<file path="src/rtl/seq_divider.sv">
// rtl/seq_divider.sv - multi-cycle radix-2 restoring unsigned divider
module seq_divider #(
   parameter int DIVIDEND_W = 20,
   parameter int DIVISOR_W  = 12,
   parameter int ROUND      = 0
) (
   input  logic                  clk,
   input  logic                  sclr,
   input  logic                  en,
   input  logic                  start,
   input  logic [DIVIDEND_W-1:0] dividend,
   input  logic [DIVISOR_W-1:0]  divisor,
   output logic                  busy,
   output logic                  done,
   output logic [DIVIDEND_W-1:0] quotient,
   output logic [DIVISOR_W-1:0]  remainder,
   output logic                  div_by_zero
);

   localparam int CW = $clog2(DIVIDEND_W + 1);

   typedef enum logic [1:0] {IDLE, RUN, FIX, DONE} state_t;

   state_t                state, nxt;
   logic [CW-1:0]         cnt;
   logic [DIVIDEND_W-1:0] dreg;
   logic [DIVISOR_W-1:0]  dvs;
   logic [DIVISOR_W:0]    part;

   logic [DIVISOR_W:0]    shifted;
   logic [DIVISOR_W+1:0]  trial;
   logic                  qbit;
   logic [DIVISOR_W:0]    part_n;
   logic [DIVIDEND_W-1:0] dreg_n;
   logic                  last;
   logic                  dvs_zero;
   logic                  round_up;

   // part stays below dvs, so its top bit never carries into the shift
   always_comb begin
      shifted  = {part[DIVISOR_W-1:0], dreg[DIVIDEND_W-1]};
      trial    = {1'b0, shifted} - {2'b00, dvs};
      qbit     = ~trial[DIVISOR_W+1];
      part_n   = qbit ? trial[DIVISOR_W:0] : shifted;
      dreg_n   = {dreg[DIVIDEND_W-2:0], qbit};
      last     = (cnt == CW'(1));
      dvs_zero = (dvs == '0);
      round_up = ({part, 1'b0} >= {2'b00, dvs}) && !(&dreg);
   end

   always_comb begin
      nxt = state;
      case (state)
         IDLE: if (start) nxt = RUN;
         RUN: begin
            if (dvs_zero)  nxt = DONE;
            else if (last) nxt = (ROUND != 0) ? FIX : DONE;
         end
         FIX:     nxt = DONE;
         DONE:    nxt = IDLE;
         default: nxt = IDLE;
      endcase
   end

   always_ff @(posedge clk) begin
      if (sclr)    state <= IDLE;
      else if (en) state <= nxt;
   end

   // a zero divisor is detected on the first RUN edge, giving a one-edge latency
   always_ff @(posedge clk) begin
      if (sclr) begin
         cnt         <= '0;
         dreg        <= '0;
         dvs         <= '0;
         part        <= '0;
         busy        <= 1'b0;
         done        <= 1'b0;
         quotient    <= '0;
         remainder   <= '0;
         div_by_zero <= 1'b0;
      end else if (en) begin
         case (state)
            IDLE: begin
               if (start) begin
                  dreg <= dividend;
                  dvs  <= divisor;
                  part <= '0;
                  cnt  <= CW'(DIVIDEND_W);
                  busy <= 1'b1;
               end
            end
            RUN: begin
               if (dvs_zero) begin
                  quotient    <= '1;
                  remainder   <= '0;
                  div_by_zero <= 1'b1;
                  busy        <= 1'b0;
                  done        <= 1'b1;
               end else begin
                  dreg <= dreg_n;
                  part <= part_n;
                  cnt  <= cnt - CW'(1);
                  if (last && ROUND == 0) begin
                     quotient    <= dreg_n;
                     remainder   <= part_n[DIVISOR_W-1:0];
                     div_by_zero <= 1'b0;
                     busy        <= 1'b0;
                     done        <= 1'b1;
                  end
               end
            end
            FIX: begin
               quotient    <= dreg + DIVIDEND_W'(round_up);
               remainder   <= part[DIVISOR_W-1:0];
               div_by_zero <= 1'b0;
               busy        <= 1'b0;
               done        <= 1'b1;
            end
            DONE:    done <= 1'b0;
            default: done <= 1'b0;
         endcase
      end
   end

endmodule

</file>
<file path="config.mk">
export PLATFORM = sky130hd
export DESIGN_NAME = seq_divider
export DESIGN_NICKNAME = d
export VERILOG_FILES = /design/src/rtl/seq_divider.sv
export SDC_FILE = /design/constraint.sdc
export NUM_CORES = 1
export LEC_CHECK = 0
export CAP_MARGIN = 20
export CORE_AREA = 3 3 119 121
export DETAILED_ROUTE_END_ITERATION = 10
export DIE_AREA = 0 0 122 124
export PLACE_DENSITY = 0.7
export SYNTH_ARGS = -nofsm -noshare
export SYNTH_HDL_FRONTEND = slang
export SYNTH_SLANG_ARGS = --single-unit
export TNS_END_PERCENT = 10
</file>
<file path="constraint.sdc">
create_clock -name clk -period 4 [get_ports clk]
set_clock_uncertainty 0.05 [all_clocks]
set_input_delay 1.2 -clock clk [delete_from_list [all_inputs] [get_ports clk]]
set_output_delay 1.2 -clock clk [all_outputs]
set_load 0.005 [all_outputs]
</file>
# == Word-level counts from Yosys, hierarchy flattened ==
# Index checks and enable logic that the tools add are counted.
# totals
ff_bits,87
output_inout_bits,35
input_bits,36
# op_classes
bitwise,1
muxes,29
reduce_logical,15
n_eq_ne,7
n_lt_le_gt_ge,1
n_addsub,3
# op_table
operator,n
$mux W20,4
$pmux W20 S2,2
$mux W13,3
$pmux W13 S2,1
$mux W12,2
$pmux W12 S2,1
$add A20 B1 Y20,1
$reduce_and A20 Y1,1
$ge A14 B12 Y1,1
$sub A13 B12 Y14,1
$logic_not A12 Y1,1
$reduce_and A3 Y1,4
$mux W5,2
$pmux W5 S2,1
$pmux W2 S4,1
$reduce_and A4 Y1,2
$mux W1,6
$mux W2,3
$pmux W1 S3,2
$reduce_bool A3 Y1,2
$eq A5 B1 Y1 const B,1
$sub A5 B1 Y5 const B,1
$eq A2 B2 Y1 const B,2
$ne A2 B2 Y1 const B,2
other kinds (8),9

# == Longest topological paths before layout ==
# depth
word_depth,5
depth_mapped,17
mapped_depth_nobuf,16

# == Worst setup path before layout ==
# Ideal clock, no wire load.
# synth_path
path_kind,register to register
from,register dvs[3]
to,register quotient[18]
setup_ns,0.058
required_time_ns,3.892
setup_slack_ns,0.960
arrival_time_ns,2.932
period_less_slack_ns,3.040
stages_incl_launch_ff,18
path_cell_list,dfxtp_1 inv_1 ha_1 buf_2 and4_1 o21ai_0 a21oi_1 o31a_1 o21ai_0 a21oi_1 ha_1 ha_1 nand2_1 nor3_1 nand4_1 o2bb2ai_1 a211oi_1 o21a_1
# synth_between
elab_chain_cells,4
# synth_rtl
element,line,rtl
start: declaration,27,logic [DIVISOR_W-1:0] dvs;
start signal: assignment,87,dvs <= divisor;
$ge A14 B12 Y1,48,"round_up = ({part, 1'b0} >= {2'b00, dvs}) && !(&dreg);"
$logic_and A1 B1 Y1,48,
$add A20 B1 Y20,114,quotient <= dreg + DIVIDEND_W'(round_up);
$pmux W20 S2,83,case (state)
end signal: assignment,105,quotient <= dreg_n;
end signal: assignment,114,
end: declaration,15,"output logic [DIVIDEND_W-1:0] quotient,"
# Parallel ways exist; a longest one is shown, timed or not.
# A chain may end at the register's enable or synchronous reset.

# == Worst setup path after layout ==
# layout_path
from,register dvs[5]
to,register quotient[18]
# The elaborated chain is that of the path after synthesis.

==> results.py <==
metrics = {
    "global_route": {
        "use_met1_pct": 27.9,
        "grt_pass1_wl_mm": 24.3,
        "gr-total-overflow": 0,
        "use_met2_pct": 31.6,
        "grt.met3_usage_pct": 2.72,
        "grt_max_degree": 46,
        "grt-busiest-layer": "met2",
        "grtUsageTotal_pct": 19.8,
        "antenna_found_initial": 0,
        "first_global_vias": 4734,
    },
    "clock_tree": {
        "cts_buffers": 9,
        "cts_resized": 0,
        "path_clk_slew_ps": 60,
        "cts-root-buf": "clkbuf_16",
        "cts_setup_buffers": 0,
        "postCtsHoldBufs": 0,
        "tritoncts": "yes",
        "insertion_delay_ps": 340,
        "cts_max_level": 3,
        "clockBufferDepth": 2,
        "cts_sinks": 87,
    },
    "setup_path": {
        "cp.required_ps": 4230,
        "max_stage_delay_ps": 450,
        "crit_top_cell": "ha_1",
        "rrSetupSlack_ps": 450,
        "r2r_end": "quotient[18]",
        "path_cells": "inv_1 -> ha_1 -> and4_1 -> o21ai_0 -> a21oi_1 -> o31a_1 -> o21ai_0 -> a21oi_1 -> ha_1 -> ha_1 -> nand2_1 -> nor3_1 -> buf_4 -> nand4_1 -> o2bb2ai_1 -> a211oi_1 -> o21a_1",
        "cp.arrival_ps": 3780,
        "r2r_cells": 17,
        "regToRegStartpoint": "dvs[5]",
        "cp_max_fo": 9,
        "worstSetupPathType": "flip-flop to flip-flop",
        "slowest_stage": "ha_1",
        "end_kind": "flip-flop",
        "cp-start-kind": "flip-flop",
    },
    "routing": {
        "vias": 5057,
        "drtIter0Drc": 394,
        "vias_per_cell": 5.76,
        "drc": 0,
        "dr.pass1.iters": 5,
        "wl_mm": 15.0,
        "post_drt_wl_per_cell_um": 17.0,
        "ant_nets": 0,
    },
    "placed_design": {
        "gp_congestion": 0.878,
        "hpwl_mm": 11.1,
        "port_buffers": 70,
    },
    "timing": {
        "period_share_pct": 88.7,
        "period_needed_ps": 3550,
        "fin_setup_tns_ps": 0,
        "grt_setup_unrepaired": "false",
        "max_clock_freq_ghz": 0.282,
        "setup_viol": 0,
        "hold_viol": 0,
        "slew_headroom_pct": 32.7,
        "drv_slew": 0,
        "tightest_slew_ps": 1010,
    },
    "yosys": {
        "syn_nets": 713,
        "yosysUniqueCellTypes": 72,
        "ys_ff_latch": 87,
        "synth_edf_count": 0,
        "synthTopCellsByCount": "dfxtp_1, a21oi_1, nand2_1, nor2_1, inv_1",
        "yosysMostFrequentCell": "dfxtp_1",
        "ys.flop_type": "dfxtp_1",
        "yosys-top-cells-area": "dfxtp_1, a21oi_1, nand2_1, ha_1, mux2i_1",
        "synth_top_area_share_pct": 33.0,
        "async_reset_ff_share_pct": 0,
        "synth_area_mm2": 0.00528,
        "yosys.area.top_type": "dfxtp_1",
        "ys_warn_count": 0,
        "ys_seq_area_share_pct": 33.0,
        "syn_inst": 655,
        "syn_avg_cell_area_um2": 8.06,
    },
    "floorplanning": {
        "ioPinCount": 71,
        "num_rows": 42,
        "fp.dieW_um": 122,
        "core_mm2": 0.0132,
        "dieHeight_um": 124,
        "dieArea_mm2": 0.0151,
        "start_util_pct": 40.0,
    },
    "layout": {
        "drive_above_1_share_pct": 6.98,
        "diodes": 0,
        "fin_util_pct": 47.9,
        "area_delta_synth_final_pct": 19.8,
        "layout.nets": 755,
    },
    "hold_path": {
        "hold_depth": 2,
        "holdPathEnd": "quotient[3]",
        "hp-class": "flip-flop to flip-flop",
        "worstHoldStart": "quotient[3]",
    },
    "pwr": {
        "cellInternalPower_mw": 1.78,
        "leakagePower_nw": 2.31,
        "pwr-share-comb_pct": 29.5,
        "sw_frac_of_total_pct": 33.5,
        "power.switching_mw": 0.898,
        "p_clk_share_pct": 32.3,
        "sequentialPowerShare_pct": 38.2,
        "ir_worst_vdd_v": 0.000229,
        "p_per_area_mw_per_mm2": 424,
        "p_total_mw": 2.68,
    },
    "outcome": {
        "status": "complete, no violations",
    },
    "job": {
        "maxCapViolations": 0,
    },
}
==> per-layer routing <==
metal,share of wire (%),vias to the layer above
met5,0,-
met4,1.8,0
met3,6.4,22
met2,46,210
met1,45,2350
li1,-,2475
==> flip-flops by register name, indices dropped and copies added, names as in the netlist <==
register     flops
busy             1
cnt              5
div_by_zero      1
done             1
dreg            20
dvs             12
part            13
quotient        20
remainder       12
state            2
==> critical path, delay by kind of cell, from the launching register on <==
family,cells,cell delay (ps)
buffers and inverters,2,220
and+or+nand+nor,4,700
adders and majority gates,3,840
AOI/OAI and AO/OA,8,1290
DFF,1,360
==> cells by family (layout without fill, tap and decap cells) <==
family          count (synthesis)  count (layout)  synth area share, %
mux                            28              28                 5.38
flops                          87              87                 33.0
simple gates                  208             208                 19.2
compound gates                217             217                 27.7
xor+xnor                       13              13                 2.16
buf+inv                        80             127                 7.16
fa+ha+maj                      22              22                 5.36
==> layout by cell type (no fill, tap or decap), drive strengths merged, types with 5 or more instances in the layout <==
master / netlist / layout
a211oi: 29 / 29
a21o: 8 / 8
a21oi: 75 / 75
a31oi: 5 / 5
and3: 12 / 12
buf: 26 / 12
clkbuf: 24 / 11
clkdlybuf4s50: 0 / 69
dfxtp: 87 / 87
ha: 21 / 21
inv: 29 / 30
mux2i: 25 / 25
nand2: 72 / 72
nand3: 25 / 25
nand4: 8 / 8
nor2: 49 / 49
nor2b: 5 / 5
nor3: 11 / 11
nor4: 5 / 5
o211ai: 13 / 13
o21a: 9 / 9
o21ai: 31 / 31
o221ai: 12 / 12
o22ai: 9 / 9
xnor2: 6 / 6
xor2: 7 / 7
==> final cells by class <==
| type | instances | area, µm² |
|---|---|---|
| Clock buffer | 11 | 243 |
| Clock inverter | 5 | 66.3 |
| Fill cell | 1249 | 6870 |
| Inverter | 30 | 113 |
| Multi-Input combinational cell | 488 | 3160 |
| Sequential cell | 87 | 1740 |
| Tap cell | 176 | 220 |
| Timing Repair Buffer | 81 | 778 |
==> how the worst max path moves through the flow <==
stage / start / to / slack, ps / depth (start not counted)
5_1_grt: dvs[5] / quotient[16] / 80 / 17
2_1_floorplan: dvs[3] / quotient[18] / 960 / 17
4_1_cts: dvs[5] / quotient[18] / 450 / 17
3_3_place_gp: dvs[5] / quotient[18] / 540 / 17
6_report: dvs[5] / quotient[18] / 450 / 17
3_5_place_dp: en / dreg[5] / 470 / 8
==> through the flow <==
| step | hold slack, ps | cell area, µm² | setup slack [ps] | instances |
|---|---|---|---|---|
| floorplan | 398 | 5280 | 960 | 655 |
| global placement | 393 | 6010 | 536 | 862 |
| detailed placement | 401 | 6010 | 473 | 862 |
| CTS | 410 | 6320 | 446 | 878 |
| global route | 426 | 6320 | 77.7 | 878 |
| finish | 405 | 6320 | 453 | 878 |
==> power by group through the flow <==
stage / combinational [mW] / sequential (mW) / clock, mW
floorplan: 0.581 / 1.01 / 0
global placement: 0.767 / 1.04 / 0
detailed placement: 0.778 / 1.04 / 0
CTS: 0.783 / 1.02 / 0.878
global route: 0.864 / 1.04 / 0.914
finish: 0.790 / 1.02 / 0.867
No activity file was read; power rests on OpenSTA's default activity.
